===== config.mk =====
export PLATFORM = sky130hd
export DESIGN_NAME = gatebach_result_merger
export DESIGN_NICKNAME = d
export VERILOG_FILES = /design/src/rtl/gatebach_result_merger.sv
export SDC_FILE = /design/constraint.sdc
export NUM_CORES = 2
export LEC_CHECK = 0
export CAP_MARGIN = 0
export CORE_MARGIN = 2
export CORE_UTILIZATION = 60
export CTS_CLUSTER_SIZE = 28
export DETAILED_ROUTE_END_ITERATION = 10
export GPL_TIMING_DRIVEN = 0
export PLACE_DENSITY = 0.83
export REMOVE_ABC_BUFFERS = 1
export SKIP_LAST_GASP = 1
export SLEW_MARGIN = 20
export SYNTH_ARGS = -nofsm -noshare
export SYNTH_HDL_FRONTEND = slang
export SYNTH_SLANG_ARGS = --single-unit
export TNS_END_PERCENT = 20

===== constraint.sdc =====
create_clock -name clk -period 87 [get_ports clk]
set_input_delay 17.4 -clock clk [delete_from_list [all_inputs] [get_ports clk]]
set_output_delay 17.4 -clock clk [all_outputs]
set_load 0.02 [all_outputs]

===== src/rtl/gatebach_result_merger.sv =====
// gatebach_result_merger
// Merges the 2048-bit sieve slices of CORE_NUM cores by bitwise AND into a
// 64 x 32-bit buffer. Once every core has signalled completion, the buffer is
// scanned bit by bit and each surviving bit is streamed out as its odd number
// (start_addr + 2*bit) on a valid/ready interface.
//
// Optional feature macro: GATEBACH_MERGE_STATS_EN
//   defined   -> survivor_cnt counts accepted beats of the current job
//   undefined -> survivor_cnt is tied to zero and no counter is built
module gatebach_result_merger #(
    parameter int CORE_NUM = 1
) (
    input  logic        clk,
    input  logic        rst,
    input  logic [63:0] start_addr,
    input  logic        slice_start,
    input  logic        cs_in,
    input  logic [5:0]  add_in,
    input  logic [31:0] data_in,
    input  logic        store_done,
    output logic        out_valid,
    input  logic        out_ready,
    output logic [63:0] out_data,
    output logic        busy,
    output logic        done,
    output logic [11:0] survivor_cnt
);

    // Core counter must hold values 0..CORE_NUM-1; at least one bit wide.
    localparam int CNT_W = (CORE_NUM < 2) ? 1 : $clog2(CORE_NUM + 1);
    localparam logic [CNT_W-1:0] LAST_CORE = CNT_W'(CORE_NUM - 1);
    localparam logic [10:0] LAST_BIT = 11'd2047;

    typedef enum logic [1:0] {
        IDLE,
        COLLECT,
        SCAN,
        FIN
    } state_t;

    state_t            state_q, state_d;
    logic [31:0]       buf_q [64];
    logic [31:0]       buf_d [64];
    logic [63:0]       base_q, base_d;
    logic [CNT_W-1:0]  core_cnt_q, core_cnt_d;
    logic [10:0]       ptr_q, ptr_d;
    logic              out_valid_q, out_valid_d;
    logic [63:0]       out_data_q, out_data_d;
    logic              busy_q, busy_d;
    logic              done_q, done_d;
    logic              store_prev_q, store_prev_d;

    logic              store_rise;
    logic              cur_bit;
    logic [63:0]       beat_value;
    logic              beat_accept;

    assign store_rise  = store_done & ~store_prev_q;
    assign cur_bit     = buf_q[ptr_q[10:5]][ptr_q[4:0]];
    assign beat_value  = base_q + {52'd0, ptr_q, 1'b0};
    assign beat_accept = out_valid_q & out_ready;

    // Next-state logic: slice setup, core merge, bit scan and output staging.
    always_comb begin
        state_d      = state_q;
        buf_d        = buf_q;
        base_d       = base_q;
        core_cnt_d   = core_cnt_q;
        ptr_d        = ptr_q;
        out_valid_d  = out_valid_q;
        out_data_d   = out_data_q;
        done_d       = 1'b0;
        store_prev_d = store_done;

        case (state_q)
            IDLE: begin
                if (slice_start) begin
                    for (int i = 0; i < 64; i++) begin
                        buf_d[i] = '1;
                    end
                    base_d     = start_addr;
                    core_cnt_d = '0;
                    ptr_d      = '0;
                    state_d    = COLLECT;
                end
            end

            COLLECT: begin
                if (cs_in) begin
                    buf_d[add_in] = buf_q[add_in] & data_in;
                end
                if (store_rise) begin
                    if (core_cnt_q == LAST_CORE) begin
                        state_d = SCAN;
                    end else begin
                        core_cnt_d = core_cnt_q + CNT_W'(1);
                    end
                end
            end

            SCAN: begin
                if (out_valid_q) begin
                    // The pointer stays on the set bit until its beat is taken.
                    if (out_ready) begin
                        out_valid_d = 1'b0;
                        ptr_d       = ptr_q + 11'd1;
                        if (ptr_q == LAST_BIT) begin
                            state_d = FIN;
                            done_d  = 1'b1;
                        end
                    end
                end else if (cur_bit) begin
                    out_valid_d = 1'b1;
                    out_data_d  = beat_value;
                end else begin
                    ptr_d = ptr_q + 11'd1;
                    if (ptr_q == LAST_BIT) begin
                        state_d = FIN;
                        done_d  = 1'b1;
                    end
                end
            end

            FIN: begin
                state_d = IDLE;
            end

            default: begin
                state_d = IDLE;
            end
        endcase

        busy_d = (state_d != IDLE);
    end

    // State and registered outputs; reset leaves an idle merger with a full buffer.
    always_ff @(posedge clk or posedge rst) begin
        if (rst) begin
            state_q      <= IDLE;
            for (int i = 0; i < 64; i++) begin
                buf_q[i] <= '1;
            end
            base_q       <= '0;
            core_cnt_q   <= '0;
            ptr_q        <= '0;
            out_valid_q  <= 1'b0;
            out_data_q   <= '0;
            busy_q       <= 1'b0;
            done_q       <= 1'b0;
            store_prev_q <= 1'b0;
        end else begin
            state_q      <= state_d;
            buf_q        <= buf_d;
            base_q       <= base_d;
            core_cnt_q   <= core_cnt_d;
            ptr_q        <= ptr_d;
            out_valid_q  <= out_valid_d;
            out_data_q   <= out_data_d;
            busy_q       <= busy_d;
            done_q       <= done_d;
            store_prev_q <= store_prev_d;
        end
    end

    assign out_valid = out_valid_q;
    assign out_data  = out_data_q;
    assign busy      = busy_q;
    assign done      = done_q;

`ifdef GATEBACH_MERGE_STATS_EN
    logic [11:0] surv_cnt_q, surv_cnt_d;

    // Survivor counter: cleared when a slice opens, bumped on every accepted beat.
    always_comb begin
        surv_cnt_d = surv_cnt_q;
        if (state_q == IDLE && slice_start) begin
            surv_cnt_d = '0;
        end else if (beat_accept) begin
            surv_cnt_d = surv_cnt_q + 12'd1;
        end
    end

    // Survivor counter register.
    always_ff @(posedge clk or posedge rst) begin
        if (rst) begin
            surv_cnt_q <= '0;
        end else begin
            surv_cnt_q <= surv_cnt_d;
        end
    end

    assign survivor_cnt = surv_cnt_q;
`else
    logic unused_accept;
    assign unused_accept = beat_accept;
    assign survivor_cnt  = 12'd0;
`endif

endmodule


==> results.json, run 1 <==
{
  "synth.mux.area_fraction_pct": 11.68,
  "dieHeight_um": 433.9,
  "synth.avg_cell_area_um2": 10.29,
  "ctsHoldBuffers": 0,
  "post_synth_xor_area_fraction_pct": 0.4897,
  "cts_resized": 0,
  "lastStage": "global routing",
  "dp_slack_ns": 64.92,
  "synthAdderAreaFrac_pct": 0.1534,
  "netlist_instances": 10770,
  "ys.flop_type": "dfstp_2",
  "synthSimpleGateAreaFrac_pct": 10.28,
  "overflow": 120,
  "cts_root_buf": "clkbuf_16",
  "rows": 157,
  "cts.path.max_buffers": 3,
  "grt_usage_pct": 64.47,
  "start_util_pct": 60.51,
  "error": "[ERROR GRT-0232] Routing congestion too high. Check the congestion heatmap in the GUI.",
  "status": "stopped before the end",
  "synth_area_um2": 110900,
  "synth-edff-count": 0,
  "synth-async-reset-ratio_pct": 100.0,
  "cts_buffers": 218,
  "cts_sinks": 2193,
  "synth_compound_area_share_pct": 21.15,
  "die_width_um": 433.9,
  "seq_area_frac_synth_pct": 51.80,
  "portBuffers": 174,
  "grt_max_degree": 119,
  "globalplace.congestion": 0.8977,
  "antenna_found_initial": 73,
  "cts_htree_levels": 4,
  "yosys_warnings": 0,
  "synth_top_family_by_area": "compound AO/OA/AOI/OAI gates",
  "post_cts_buffers": 0,
  "ys_types": 88,
  "ys_seq_elements": 2193,
  "hpwl_mm": 313.5,
  "num_io_pins": 187
}
-- cell families after synthesis --
family          after synthesis
compound gates             3842
fa+ha+maj                    13
mux                         725
buf+inv                    1123
other cells                   1
xor+xnor                     62
flops                      2193
simple gates               2814
-- through the flow --
stage / util (%) / instances / area (um^2)
floorplan: - / 9684 / 106100
global placement: 60.52 / 12320 / 110900
detailed placement: 67.34 / 12910 / 123400
CTS: 71.36 / 13300 / 130800
-- synthesized netlist by cell type, types with 6 or more instances --
library cell  number  area share, %
a2111oi_0         13           0.10
a211o_1           17           0.13
a211oi_1          25           0.17
a21oi_1         2309             10
a221oi_1         192            1.5
a22o_1           208            1.6
a22oi_1          726            4.9
a31oi_1          146           0.82
and2_1            12          0.068
and3_1            23           0.13
buf_1             56           0.19
buf_12             8           0.14
buf_2             62           0.28
buf_4             45           0.30
buf_6             29           0.29
buf_8             11           0.15
clkbuf_1         888            3.0
dfrtp_1          145            3.3
dfstp_2         2048             49
ha_1              12           0.14
inv_1             22          0.074
mux2_2            34           0.35
mux2_4            50           0.68
mux2i_1          212            1.9
mux4_1             9           0.21
mux4_2           420            8.5
nand2_1          270           0.91
nand2b_1          12          0.068
nand3_1           97           0.44
nand3b_1           8          0.054
nand4_1          122           0.69
nor2_1          2183            7.4
nor2b_1           11          0.062
nor3_1            18          0.081
nor3b_1            7          0.047
nor4_1            18           0.10
o2111ai_1          6          0.047
o211ai_1          10          0.068
o21ai_0           51           0.23
o221ai_1          50           0.39
o22ai_1           33           0.19
or3_1              8          0.045
xnor2_1           46           0.36
xor2_1            16           0.13
-- per-layer routing --
layer  GRT overflow  GRT usage, %
met2             58         76.21
met3              9         57.61
met1              2         64.40
met4             51         55.69
met5              0         40.31
==> inputs of run 2 (changes only) <==
--- a/config.mk
+++ b/config.mk
@@ -7,11 +7,10 @@
 export LEC_CHECK = 0
 export CAP_MARGIN = 0
 export CORE_MARGIN = 2
-export CORE_UTILIZATION = 60
-export CTS_CLUSTER_SIZE = 28
+export CORE_UTILIZATION = 40
 export DETAILED_ROUTE_END_ITERATION = 10
 export GPL_TIMING_DRIVEN = 0
-export PLACE_DENSITY = 0.83
+export PLACE_DENSITY_LB_ADDON = 0.15
 export REMOVE_ABC_BUFFERS = 1
 export SKIP_LAST_GASP = 1
 export SLEW_MARGIN = 20
==> results.json, run 2 <==
{
  "crit_type": "in -> reg",
  "ff2ff_setup_slack_ns": 80.34,
  "p_sw_share_pct": 29.66,
  "hpwl_mm": 350.2,
  "synth.avg_cell_area_um2": 10.29,
  "cts_resized": 0,
  "synth-async-reset-ratio_pct": 100.0,
  "ctsHoldBuffers": 0,
  "netlist_instances": 10770,
  "hp-class": "reg -> reg",
  "synth_most_common_cell": "a21oi_1",
  "die_area_um2": 281500,
  "max_slew.worst_pin.slew_ns": 1.201,
  "cp-end-kind": "register",
  "largest_reg_flops": 2048,
  "fin_worst_skew_ns": 0.08677,
  "p_per_area_nw_per_um2": 19.03,
  "ys_types": 88,
  "dieHeight_um": 530.5,
  "synth_area_leaders": "dfstp_2 (49%), a21oi_1 (10%), mux4_2 (8.5%)",
  "die_width_um": 530.5,
  "cap_viol_max_count": 0,
  "reg2reg_from": "ptr_q[5]",
  "setup_viol": 0,
  "min_path_cells": 2,
  "yosys_warnings": 0,
  "power_switching_mw": 0.7615,
  "nFillCells": 24460,
  "path_clk_slew_ns": 0.06,
  "dp_slack_ns": 64.53,
  "synth_area_um2": 110900,
  "first_pass_iters": 8,
  "top_register": "buf_q",
  "overflow": 0,
  "synthToLayoutAreaGrowth_pct": 21.66,
  "maxSlewHeadroom_pct": 19.18,
  "vias_per_cell": 6.510,
  "nets": 10910,
  "combPwrFrac_pct": 17.6,
  "startpoint_type": "input pin",
  "final_util_pct": 48.88,
  "final_cells": 14710,
  "power_mw": 2.568,
  "drive_gt1_share_pct": 34.64,
  "drtIter0Drc": 12240,
  "p_leak_nw": 50.14,
  "finalInstanceArea_um2": 134900,
  "cts_tree": "done",
  "start_util_pct": 40.18,
  "globalplace.congestion": 0.8140,
  "mostFrequentLayoutCell": "a21oi_1",
  "rsz0062_at_grt": "false",
  "vias": 95740,
  "finalHoldViolCount": 0,
  "clock.fmax_ghz": 0.04609,
  "layout_common_cells": "a21oi_1 (2277), nor2_1 (2111), dfstp_2 (2048), a22oi_1 (726), mux4_2 (420)",
  "yosysTopAreaCell": "dfstp_2",
  "ys_seq_elements": 2193,
  "clk_latency_ns": 0.97,
  "worstPathArrival_ns": 22.54,
  "place_inst": 14250,
  "drcViolationCount": 0,
  "dpl_cell_area_um2": 126800,
  "synth_top_cells_by_count": "a21oi_1 (2309), nor2_1 (2183), dfstp_2 (2048), clkbuf_1 (888), a22oi_1 (726)",
  "period_share_pct": 24.94,
  "grt_max_degree": 107,
  "cts.path.max_buffers": 4,
  "worstSetupEndpoint": "buf_q[2044]",
  "portBuffers": 174,
  "irDropWorstVdd_v": 0.00001800,
  "num_io_pins": 187,
  "crit_required_ns": 87.85,
  "finalWirelength_mm": 492.6,
  "pwr-share-clk_pct": 41.6,
  "ant_nets": 0,
  "rr_worst_depth": 14,
  "seq_area_frac_synth_pct": 51.80,
  "grt_pass1_vias": 92600,
  "drv_slew": 0,
  "cts_htree_levels": 4,
  "rows": 193,
  "setup_ws_ns": 65.31,
  "final.min_clock_period_ns": 21.69,
  "wl_per_cell_um": 33.50,
  "grt_first_pass_wirelength_mm": 700.0,
  "status": "completed",
  "post_cts_buffers": 0,
  "cts_buffers": 247,
  "r2r_end": "out_data[0]",
  "ys.flop_type": "dfstp_2",
  "grt_usage_pct": 34.40,
  "cts_sinks": 2193,
  "synth-edff-count": 0,
  "synth_top_area_share_pct": 48.53,
  "path_max_fanout": 25,
  "seq_power_share_pct": 40.8,
  "internal_power_mw": 1.806,
  "core_um2": 276000,
  "crit_start": "add_in[2]",
  "cts_root_buf": "clkbuf_16",
  "antenna_found_initial": 19
}
[run 2: stage by stage]
stage | hold slack, ns | setup TNS (ns)
floorplan | 0.4417 | 0
global placement | 0.4662 | -2170.30
detailed placement | 0.4703 | 0
CTS | 0.4876 | 0
global route | 0.4995 | 0
finish | 0.4834 | 0
[run 2: how the worst min path moves through the flow]
| stage | to | slack [ns] | from |
|---|---|---|---|
| 2_1_floorplan | base_q[0] | 0.44 | base_q[0] |
| 3_3_place_gp | base_q[0] | 0.47 | base_q[0] |
| 3_5_place_dp | base_q[0] | 0.47 | base_q[0] |
| 4_1_cts | out_data[8] | 0.49 | out_data[8] |
| 5_1_grt | base_q[0] | 0.50 | base_q[0] |
| 6_report | out_data[8] | 0.48 | out_data[8] |
[run 2: layout make-up]
class | instances | area (um^2) | area share (%)
sequential | 2193 | 57470 | 42.60
multi-input combinational | 7468 | 49680 | 36.82
timing repair buffer | 858 | 14900 | 11.04
clock buffer | 353 | 7213 | 5.346
tap | 3705 | 4636 | 3.436
clock inverter | 90 | 877.1 | 0.6501
inverter | 23 | 101.3 | 0.07512
antenna | 17 | 42.54 | 0.03153
[run 2: logic make-up after synthesis]
| logic type | count (synthesis) | synth area share, % |
|---|---|---|
| and+or+nand+nor | 2814 | 10.28 |
| muxes | 725 | 11.68 |
| other | 1 | 0.003382 |
| xor gates and xnor gates | 62 | 0.4897 |
| AOI/OAI and AO/OA | 3842 | 21.15 |
| buffers and inverters | 1123 | 4.450 |
| DFF | 2193 | 51.80 |
| adders and majority gates | 13 | 0.1534 |
[run 2: worst max-delay path, stage by stage]
cell and delay (ns):
clkdlybuf4s50_1 0.58, nor3_2 0.68, buf_6 0.24, buf_4 0.20
buf_4 0.20, buf_6 0.17, buf_4 0.22, buf_6 0.19
buf_4 0.22, buf_4 0.21, buf_6 0.18, buf_4 0.23
buf_4 0.24, buf_4 0.23, a22oi_1 0.11, nand4_1 0.21
a21oi_1 0.11, nand4_1 0.13, a21oi_4 0.17, buf_16 0.22
buf_16 0.17, a21oi_1 0.15
[run 2: power groups by stage]
stage	registers (mW)	clock network, mW	logic (mW)
2_1_floorplan	1.11	0	0.279
3_3_place_gp	1.17	0	0.466
3_5_place_dp	1.06	0	0.440
4_1_cts	1.05	1.08	0.441
5_1_grt	1.05	1.12	0.459
6_report	1.05	1.07	0.452
[run 2: per-layer routing]
layer | vias up | part of all wire [%] | GRT usage, %
li1 | 39570 | - | -
met1 | 48270 | 39 | 45.47
met2 | 6236 | 42 | 50.31
met3 | 1648 | 12 | 9.529
met4 | 14 | 7.1 | 20.35
met5 | - | 0.023 | 0.1368
Note: power is estimated with default switching activity, not from simulation.
